File: src/rtl/niosii_system_st_packetizer.sv
`default_nettype none
// ============================================================================
// Module   : niosii_system_st_packetizer
// Purpose  : Avalon-ST source that frames a raw byte stream into 10-bit
//            {sop, eop, data[7:0]} beats, with one packet per PKT_LEN bytes.
//            An output register plus one skid register give one beat per
//            clock while in_ready stays a registered output.
// Options  : NIOSII_PACKETIZER_STATS_EN adds the packet_count[15:0] output.
// Revision : 1.0 - initial release
// ============================================================================
module niosii_system_st_packetizer #(
  parameter int PKT_LEN   = 320,
  parameter int CNT_WIDTH = 12
) (
  input  logic       clk,
  input  logic       reset_n,
  output logic       in_ready,
  input  logic       in_valid,
  input  logic [7:0] in_data,
  input  logic       out_ready,
  output logic       out_valid,
  output logic [9:0] out_data
`ifdef NIOSII_PACKETIZER_STATS_EN
  ,
  output logic [15:0] packet_count
`endif
);

  localparam logic [CNT_WIDTH-1:0] LAST_BEAT = CNT_WIDTH'(PKT_LEN - 1);

  logic                 in_ready_q,   in_ready_d;
  logic                 out_valid_q,  out_valid_d;
  logic [9:0]           out_data_q,   out_data_d;
  logic                 skid_valid_q, skid_valid_d;
  logic [9:0]           skid_data_q,  skid_data_d;
  logic [CNT_WIDTH-1:0] beat_cnt_q,   beat_cnt_d;

  logic       w_accept;
  logic       w_consume;
  logic [9:0] w_word;

  assign w_accept  = in_ready_q && in_valid;
  assign w_consume = out_valid_q && out_ready;
  // The tag comes from the counter value before it advances for this byte.
  assign w_word    = {(beat_cnt_q == '0), (beat_cnt_q == LAST_BEAT), in_data};

  // Next-state for the two-deep buffer, the beat counter and in_ready.
  always_comb begin
    out_valid_d  = out_valid_q;
    out_data_d   = out_data_q;
    skid_valid_d = skid_valid_q;
    skid_data_d  = skid_data_q;
    beat_cnt_d   = beat_cnt_q;

    // Drain first: the skid refills the output, or the output empties.
    if (w_consume) begin
      if (skid_valid_q) begin
        out_data_d   = skid_data_q;
        skid_valid_d = 1'b0;
      end else begin
        out_valid_d  = 1'b0;
      end
    end

    // A new byte takes the output slot only if nothing older is queued ahead.
    if (w_accept) begin
      if ((!out_valid_q || w_consume) && !skid_valid_q) begin
        out_valid_d = 1'b1;
        out_data_d  = w_word;
      end else begin
        skid_valid_d = 1'b1;
        skid_data_d  = w_word;
      end
      beat_cnt_d = (beat_cnt_q == LAST_BEAT) ? '0 : beat_cnt_q + 1'b1;
    end

    // Deasserting together with the skid filling keeps a free slot for
    // any byte that could be accepted while in_ready is high.
    in_ready_d = !skid_valid_d;
  end

  // State registers; reset discards any buffered beats and restarts framing.
  always_ff @(posedge clk or negedge reset_n) begin
    if (!reset_n) begin
      in_ready_q   <= 1'b0;
      out_valid_q  <= 1'b0;
      out_data_q   <= '0;
      skid_valid_q <= 1'b0;
      skid_data_q  <= '0;
      beat_cnt_q   <= '0;
    end else begin
      in_ready_q   <= in_ready_d;
      out_valid_q  <= out_valid_d;
      out_data_q   <= out_data_d;
      skid_valid_q <= skid_valid_d;
      skid_data_q  <= skid_data_d;
      beat_cnt_q   <= beat_cnt_d;
    end
  end

  assign in_ready  = in_ready_q;
  assign out_valid = out_valid_q;
  assign out_data  = out_data_q;

`ifdef NIOSII_PACKETIZER_STATS_EN
  logic [15:0] packet_count_q, packet_count_d;

  // Count completed packets: each handshake of an eop beat.
  always_comb begin
    packet_count_d = packet_count_q;
    if (w_consume && out_data_q[8]) begin
      packet_count_d = packet_count_q + 16'd1;
    end
  end

  // Packet counter register.
  always_ff @(posedge clk or negedge reset_n) begin
    if (!reset_n) begin
      packet_count_q <= '0;
    end else begin
      packet_count_q <= packet_count_d;
    end
  end

  assign packet_count = packet_count_q;
`endif

endmodule
`default_nettype wire

File: config.mk
export PLATFORM = sky130hd
export DESIGN_NAME = niosii_system_st_packetizer
export DESIGN_NICKNAME = d
export VERILOG_FILES = /design/src/rtl/niosii_system_st_packetizer.sv
export SDC_FILE = /design/constraint.sdc
export NUM_CORES = 1
export LEC_CHECK = 0
export ABC_CLOCK_PERIOD_IN_PS = 4900
export BUFFER_PORTS_ARGS = -buffer_cell sky130_fd_sc_hd__buf_2
export CAP_MARGIN = 20
export CORE_MARGIN = 2
export CORE_UTILIZATION = 55
export CTS_CLUSTER_SIZE = 12
export DETAILED_ROUTE_END_ITERATION = 16
export PLACE_DENSITY = 0.84
export SYNTH_ARGS = -nofsm -noshare
export SYNTH_HDL_FRONTEND = slang
export SYNTH_SLANG_ARGS = --single-unit
File: constraint.sdc
create_clock -name clk -period 4.9 [get_ports clk]
set_input_delay 0.98 -clock clk [delete_from_list [all_inputs] [get_ports clk]]
set_output_delay 0.98 -clock clk [all_outputs]
set_load 0.02 [all_outputs]
# Yosys cells after proc, flatten, opt, wreduce, memory -nomap -nowiden
# Index checks and enable logic that the tools add are counted.
# word_totals
ff_bits	35
in_bits	12
out_inout_bits	12
elab_cells	30
# op_classes
n_addsub	1
eq_ne	1
muxes	12
bitwise	1
reduce_logical	9
# ops
op	n
2-to-1 mux 10 bit	4
adder 12 x 1 -> 12 bit (second input constant)	1
equality test 12 x 9 -> 1 bit (second input constant)	1
zero test 12 bit	1
2-to-1 mux 12 bit	1
2-to-1 mux 1 bit	7
logical AND 1 bit	3
zero test 1 bit	3
AND reduction 2 bit	1
logical OR 1 bit	1
inverter 1 bit	1

# Logic depth before layout (Yosys ltp)
# Gate-level depths: netlist (run 1).
# depth
ltp_word	6
depth_mapped	5
ltp_nobuf	5

# Worst setup path after synthesis (run 1)
# No wires, ideal clock.
# synth_path
kind	in2reg
startpoint	input port out_ready
endpoint	register out_data_q[8] (netlist: out_data[8])
setup_ns	0.128
arrival_ns	1.894
required_ns	4.772
slack_ns	2.879
stages	3
n_path_buf	0
path_cell_list	nand3_1 mux2_2 mux2_1
# synth_between
elab_chain_cells	5
elab_cells_between_ends	6
classes_between	3 x mux; 3 x reduce/logical
# synth_lines
item	line_no	rtl
start: declaration	20	input logic out_ready,
logical AND 1 bit (*)	43	assign w_consume = out_valid_q && out_ready;
logical OR 1 bit	67	if ((!out_valid_q || w_consume) && !skid_valid_q) begin
logical AND 1 bit	67	
2-to-1 mux 10 bit	67	
2-to-1 mux 10 bit (*)	66	if (w_accept) begin
named net out_data_d[8]	33	logic [9:0] out_data_q, out_data_d;
end signal: assignment	94	out_data_q <= out_data_d;
end: declaration	33	
# The timed path passes the listed nets; every way through them passes the cells marked *.
# A chain may end at the register's enable or synchronous reset.

# Worst setup path in the final report (run 1)
# layout_path
startpoint	register in_ready_q (netlist: in_ready)
endpoint	output port in_ready
# layout_rtl
item	line_no	rtl
start: declaration	31	logic in_ready_q, in_ready_d;
start signal: assignment	92	in_ready_q <= in_ready_d;
end: declaration	17	output logic in_ready,
# No word-level cell between the ends.

==> flow_metrics.env, run 1 <==
export IMPL_fillers=237
export IMPL_firstDrtPassIters=4
export IMPL_hold_class="reg -> reg"
export IMPL_final_antenna_net_count=0
export IMPL_dp_hpwl_mm=2.15
export IMPL_syn_nets=155
export IMPL_drcViolationCount=0
export IMPL_overflow=0
export IMPL_p_int_w=0.000701
export IMPL_synth_edf_count=0
export IMPL_endpoint_kind="output port"
export IMPL_finalSetupTns_ps=0
export IMPL_ioPinCount=24
export IMPL_hold_violations=0
export IMPL_drv_cap=0
export IMPL_yosys_top_cells_area="dfrtp_1, mux2_2, nand4_1"
export IMPL_path_class="reg -> out"
export IMPL_crit_path_top_delay_cell="dfrtp_1"
export IMPL_synth_commonest_cells="dfrtp_1, mux2_2, inv_1, nand2_1"
export IMPL_critPathMaxStageDelay_ps=460
export IMPL_synth_most_common_cell="dfrtp_1"
export IMPL_crit_required_ps=3920
export IMPL_rsz0062_at_grt="no"
export IMPL_cp_max_fo=7
export IMPL_antenna_found_initial=0
export IMPL_fin_hold_ws_ps=509
export IMPL_drive_gt1_share_pct=35.3
export IMPL_path_buf_inv=1
export IMPL_core_area_mm2=0.00298
export IMPL_hold_path_startpoint="skid_data_q[4]$_DFFE_PN0P_"
export IMPL_maxSlewViolCount=0
export IMPL_grt_pass1_vias=1179
export IMPL_syn_area_per_cell_um2=12.0
export IMPL_route_met2_wl_mm=1.55
export IMPL_fin_crit_sh_pct=40.5
export IMPL_drt_iter0_drc=48
export IMPL_r2r_start="skid_valid_q$_DFF_PN0_"
export IMPL_nets=180
export IMPL_cpLargestDelayFamily="flip-flops"
export IMPL_dieArea_mm2=0.00354
export IMPL_grt_first_pass_wirelength_mm=5.39
export IMPL_setup_viol=0
export IMPL_die_w_um=59.5
export IMPL_cts_resized=0
export IMPL_startpoint="in_ready$_DFF_PN0_"
export IMPL_clkPwrFrac_pct=19.7
export IMPL_cts_root_buffer="clkbuf_4"
export IMPL_arrival_ps=1000
export IMPL_cts_setup_buffers=0
export IMPL_gp_congestion=0.811
export IMPL_fin_skew_ps=6.93
export IMPL_cts_max_path_buffers=2
export IMPL_vdd_ir_drop_max_uv=344
export IMPL_synth_cell_types=38
export IMPL_cts_buffers=5
export IMPL_initial_core_util_pct=56.8
export IMPL_yosys_area_top_type="dfrtp_1"
export IMPL_tightest_slew_ps=747
export IMPL_synthCells=141
export IMPL_ys_async_sr_fraction_pct=100
export IMPL_rows=20
export IMPL_ys_seq_area_share_pct=51.8
export IMPL_dr_max_layer_used="met4"
export IMPL_fmax_mhz=504
export IMPL_syn2layout_area_growth_pct=13.1
export IMPL_die_h_um=59.5
export IMPL_finalCriticalPeriod_ps=1980
export IMPL_ys_warn_count=0
export IMPL_ys_flop_type="dfrtp_1"
export IMPL_cts_sinks=35
export IMPL_status="complete, no violations"
export IMPL_grt_util_all_layers_pct=20.7
export IMPL_leakage_nw=0.877
export IMPL_synth_area_mm2=0.00169
export IMPL_port_buffers=23
export IMPL_synth_top_area_share_pct=51.8
export IMPL_cp_cell_sequence="buf_2"
export IMPL_diodes=0
export IMPL_dr_total_vias=1189
export IMPL_via_per_inst=5.95
export IMPL_wl_met1_mm=1.27
export IMPL_ys_ff_latch=35
export IMPL_path_clk_slew_ps=100
export IMPL_relSlewSlack_pct=50.2
export IMPL_pwr_share_seq_pct=44.7
export IMPL_dr_wl_met3_um=163
export IMPL_insertion_delay_ps=330
export IMPL_comb_power_share_pct=35.6
export IMPL_cts_tree="done"
export IMPL_p_sw_w=0.000383
export IMPL_grt_max_degree=36
export IMPL_p_per_area_mw_per_mm2=567
export IMPL_postCtsHoldBufs=0
export IMPL_h_tree_depth=2
export IMPL_drt_total_wl_mm=3.05
export IMPL_wire_per_inst_um=15.3
export IMPL_netSwitchingFraction_pct=35.3
export IMPL_cp_start_kind="flop"
-- power groups by stage --
stage	Sequential [W]	Combinational, W	Clock [W]
floorplan	0.000508	0.000260	0
global placement	0.000475	0.000374	0
detailed placement	0.000487	0.000391	0
CTS	0.000481	0.000392	0.000220
global route	0.000501	0.000429	0.000234
finish	0.000485	0.000386	0.000214
-- logic make-up after synthesis --
logic type                 count (synthesis)  synth area share, %
adders and majority gates                  2                 1.48
DFF                                       35                 51.8
buffers and inverters                     13                 3.03
xor gates and xnor gates                   6                 3.11
and+or+nand+nor                           37                 13.7
AOI/OAI and AO/OA                         18                 7.17
muxes                                     30                 19.7
-- flip-flops by register name, indices dropped and copies added (netlist names), named ones only --
name	flops
out_data	10
in_ready	1
skid_valid_q	1
skid_data_q	10
beat_cnt_q	12
-- final timing paths --
| path | slack (ps) | end | depth (start not counted) |
|---|---|---|---|
| max in group asynchronous | 3720 | skid_data_q[1]$_DFFE_PN0P_ | 1 |
| worst min register to register | 510 | skid_data_q[4]$_DFFE_PN0P_ | 1 |
| worst max register to register | 3180 | out_data[8]$_DFF_PN0_ | 3 |
| min in group asynchronous | 700 | beat_cnt_q[2]$_DFFE_PN0P_ | 1 |
| worst max-delay path | 2920 | in_ready | 1 |
| worst min-delay path | 510 | skid_data_q[4]$_DFFE_PN0P_ | 1 |
-- cell usage in the layout, fill, tap and decap left out, types with 2 or more instances in the layout --
master    count
a21boi_0      2
buf_2        23
clkbuf_4      5
dfrtp_1      35
ha_1          2
inv_1         8
mux2_1        2
mux2_2       25
mux2i_1       3
nand2_1       8
nand3_1       3
nand4_1       7
nor3_1        3
nor4_1        3
o21ai_0       7
or3_1         3
xnor2_1       4
xor2_1        2
-- final cells by class --
class	count	area, um^2	area share (%)
Clock buffer	6	51.3	2.68
Tap cell	33	41.3	2.16
Sequential cell	35	876	45.8
Clock inverter	2	35.0	1.83
Multi-Input combinational cell	93	764	40.0
Timing Repair Buffer	23	115	6.02
Inverter	8	30.0	1.57
-- routing by layer --
metal | up-vias | GRT usage (%)
met2 | 40 | 33.0
li1 | 562 | -
met1 | 581 | 27.2
met5 | - | 0
met3 | 6 | 4.59
met4 | 0 | 8.77
-- through the flow --
stage	utilization, %	power, W	setup slack, ps	cell area (um^2)	instances
6_report	64.2	0.00108	2920	1910	200
3_5_place_dp	61.3	0.000878	2560	1830	192
3_3_place_gp	61.3	0.000849	2600	1830	192
2_1_floorplan	-	0.000767	2880	1690	141
5_1_grt	64.2	0.00116	2840	1910	200
4_1_cts	64.2	0.00109	2900	1910	200
(Power assumes the default switching activity.)
==> inputs of run 2 (changes only) <==
- ABC_CLOCK_PERIOD_IN_PS: 4900 -> 1650
- CORE_UTILIZATION: 55 -> 50
- PLACE_DENSITY: 0.84 -> 0.81
- clock period: 4.9 -> 1.65 ns (I/O delays scaled with it)
==> run 2 against run 1 <==
  * Routed wire length grew 1.4%
  * Worst setup slack got worse by 2800 ps
  * Non-clock buffer count grew 10
  * Combinational power grew to 3.4 times the previous value
  * Sequential power rose to 2.9 times the previous value
  * Die area grew 9.3%
  * Critical path type is now reg -> reg
  * Largest cell class unchanged
  * Largest power group unchanged
==> flow_metrics.env, run 2 (synthesis gave the netlist of run 1 again) <==
export IMPL_nets=190
export IMPL_dieArea_mm2=0.00386
export IMPL_vdd_ir_drop_max_uv=851
export IMPL_relSlewSlack_pct=70.6
export IMPL_hold_violations=0
export IMPL_r2r_start="beat_cnt_q[7]$_DFFE_PN0P_"
export IMPL_cts_buffers=5
export IMPL_grt_first_pass_wirelength_mm=5.44
export IMPL_gr_max_usage_layer="met2"
export IMPL_maxSlewViolCount=0
export IMPL_initial_core_util_pct=51.5
export IMPL_ioPinCount=24
export IMPL_tightest_slew_ps=437
export IMPL_fin_crit_sh_pct=94.8
export IMPL_status="complete, no violations"
export IMPL_final_antenna_net_count=0
export IMPL_drt_total_wl_mm=3.09
export IMPL_h_tree_depth=2
export IMPL_dr_total_vias=1203
export IMPL_die_w_um=62.2
export IMPL_crit_required_ps=1900
export IMPL_dp_hpwl_mm=2.18
export IMPL_syn2layout_area_growth_pct=19.8
export IMPL_core_area_mm2=0.00328
export IMPL_fin_skew_ps=1.75
export IMPL_overflow=0
export IMPL_gp_congestion=0.824
export IMPL_cts_tree="done"
export IMPL_grtUsageMet3_pct=6.88
export IMPL_setup_viol=0
export IMPL_power_w=0.00332
export IMPL_finalCriticalPeriod_ps=1560
export IMPL_largest_reg_flops=12
export IMPL_cts_max_path_buffers=2
export IMPL_r2r_setup_slack_ps=90
export IMPL_arrival_ps=1810
export IMPL_placed_cell_area_mm2=0.00192
export IMPL_use_met1_pct=19.8
export IMPL_r2r_worst_path_cells=3
export IMPL_layout_common_cells="dfrtp_1, mux2_2, buf_2"
export IMPL_rsz0062_at_grt="no"
export IMPL_firstDrtPassIters=4
export IMPL_diodes=0
export IMPL_fillers=255
export IMPL_drt_iter0_drc=47
export IMPL_cp_start_kind="flop"
export IMPL_drive_gt1_share_pct=39.0
export IMPL_rows=21
export IMPL_wire_per_inst_um=13.9
export IMPL_finalSetupTns_ps=0
export IMPL_via_per_inst=5.39
export IMPL_cts_sinks=35
export IMPL_drv_cap=0
export IMPL_regMostFlops="beat_cnt_q"
export IMPL_startpoint="beat_cnt_q[7]$_DFFE_PN0P_"
export IMPL_final_common_cell="dfrtp_1"
export IMPL_path_class="reg -> reg"
export IMPL_r2r_end="beat_cnt_q[8]$_DFFE_PN0P_"
export IMPL_cts_setup_buffers=0
export IMPL_fin_cells=223
export IMPL_grt_max_degree=36
export IMPL_cts_root_buffer="clkbuf_4"
export IMPL_cp_max_fo=4
export IMPL_use_met2_pct=30.6
export IMPL_antenna_found_initial=0
export IMPL_place_inst=214
export IMPL_hold_class="in -> reg"
export IMPL_path_clk_slew_ps=110
export IMPL_final_cell_area_mm2=0.00203
export IMPL_fmax_mhz=639
export IMPL_grt_util_all_layers_pct=17.9
export IMPL_drcViolationCount=0
export IMPL_die_h_um=62.2
export IMPL_grt_pass1_vias=1286
export IMPL_crit_end="beat_cnt_q[8]$_DFFE_PN0P_"
export IMPL_insertion_delay_ps=340
export IMPL_endpoint_kind="flop"
export IMPL_p_per_area_mw_per_mm2=1640
export IMPL_fin_hold_ws_ps=222
export IMPL_port_buffers=23
export IMPL_leakage_nw=0.931
-- run 2: worst min-delay path by stage --
stage,start,to,slack [ps],depth (start not counted)
global route,in_data[3],skid_data_q[3]$_DFFE_PN0P_,190,2
floorplan,reset_n,async pin,30,0
detailed placement,reset_n,beat_cnt_q[5]$_DFFE_PN0P_,390,2
finish,in_data[0],skid_data_q[0]$_DFFE_PN0P_,220,2
global placement,reset_n,beat_cnt_q[3]$_DFFE_PN0P_,380,2
CTS,in_data[0],skid_data_q[0]$_DFFE_PN0P_,200,2
-- run 2: report_power, final --
part           leakage [nW]  switching (W)  internal [W]
combinational         0.464       0.000652      0.000659
sequential            0.422       0.000227       0.00116
clock                0.0452       0.000300      0.000319
-- run 2: layout make-up --
type	instances	area, um^2	share of cell area (%)
Clock buffer	5	37.5	1.85
Clock inverter	3	43.8	2.16
Inverter	8	30.0	1.48
Multi-Input combinational cell	93	777	38.3
Sequential cell	35	876	43.2
Tap cell	46	57.6	2.84
Timing Repair Buffer	33	205	10.1
-- run 2: critical path, stage by stage (launching register included) --
cell,delay (ps)
dfrtp_1,400
or4_4,580
a211o_1,320
a21o_1,170
-- run 2: what timing repair did --
action,4_1_cts,5_1_grt
gates resized for setup,0,3
endpoints found under the hold margin,31,0
setup endpoints to repair,0,11
hold buffers,1,0
-- run 2: per-layer routing --
layer	up-vias	routed length (um)	share of wire, %
met3	6	124	4.0
met2	17	1600	52
met1	594	1310	42
met4	0	56	1.8
li1	586	-	-
met5	-	0	0
-- run 2: stage by stage --
step                      utilization, %  setup WS (ps)
after floorplan                        -           64.9
after global placement              58.6           53.5
after detailed placement            58.6           36.2
after CTS                           61.3           10.4
after global routing                61.7          0.588
final                               61.7           86.0
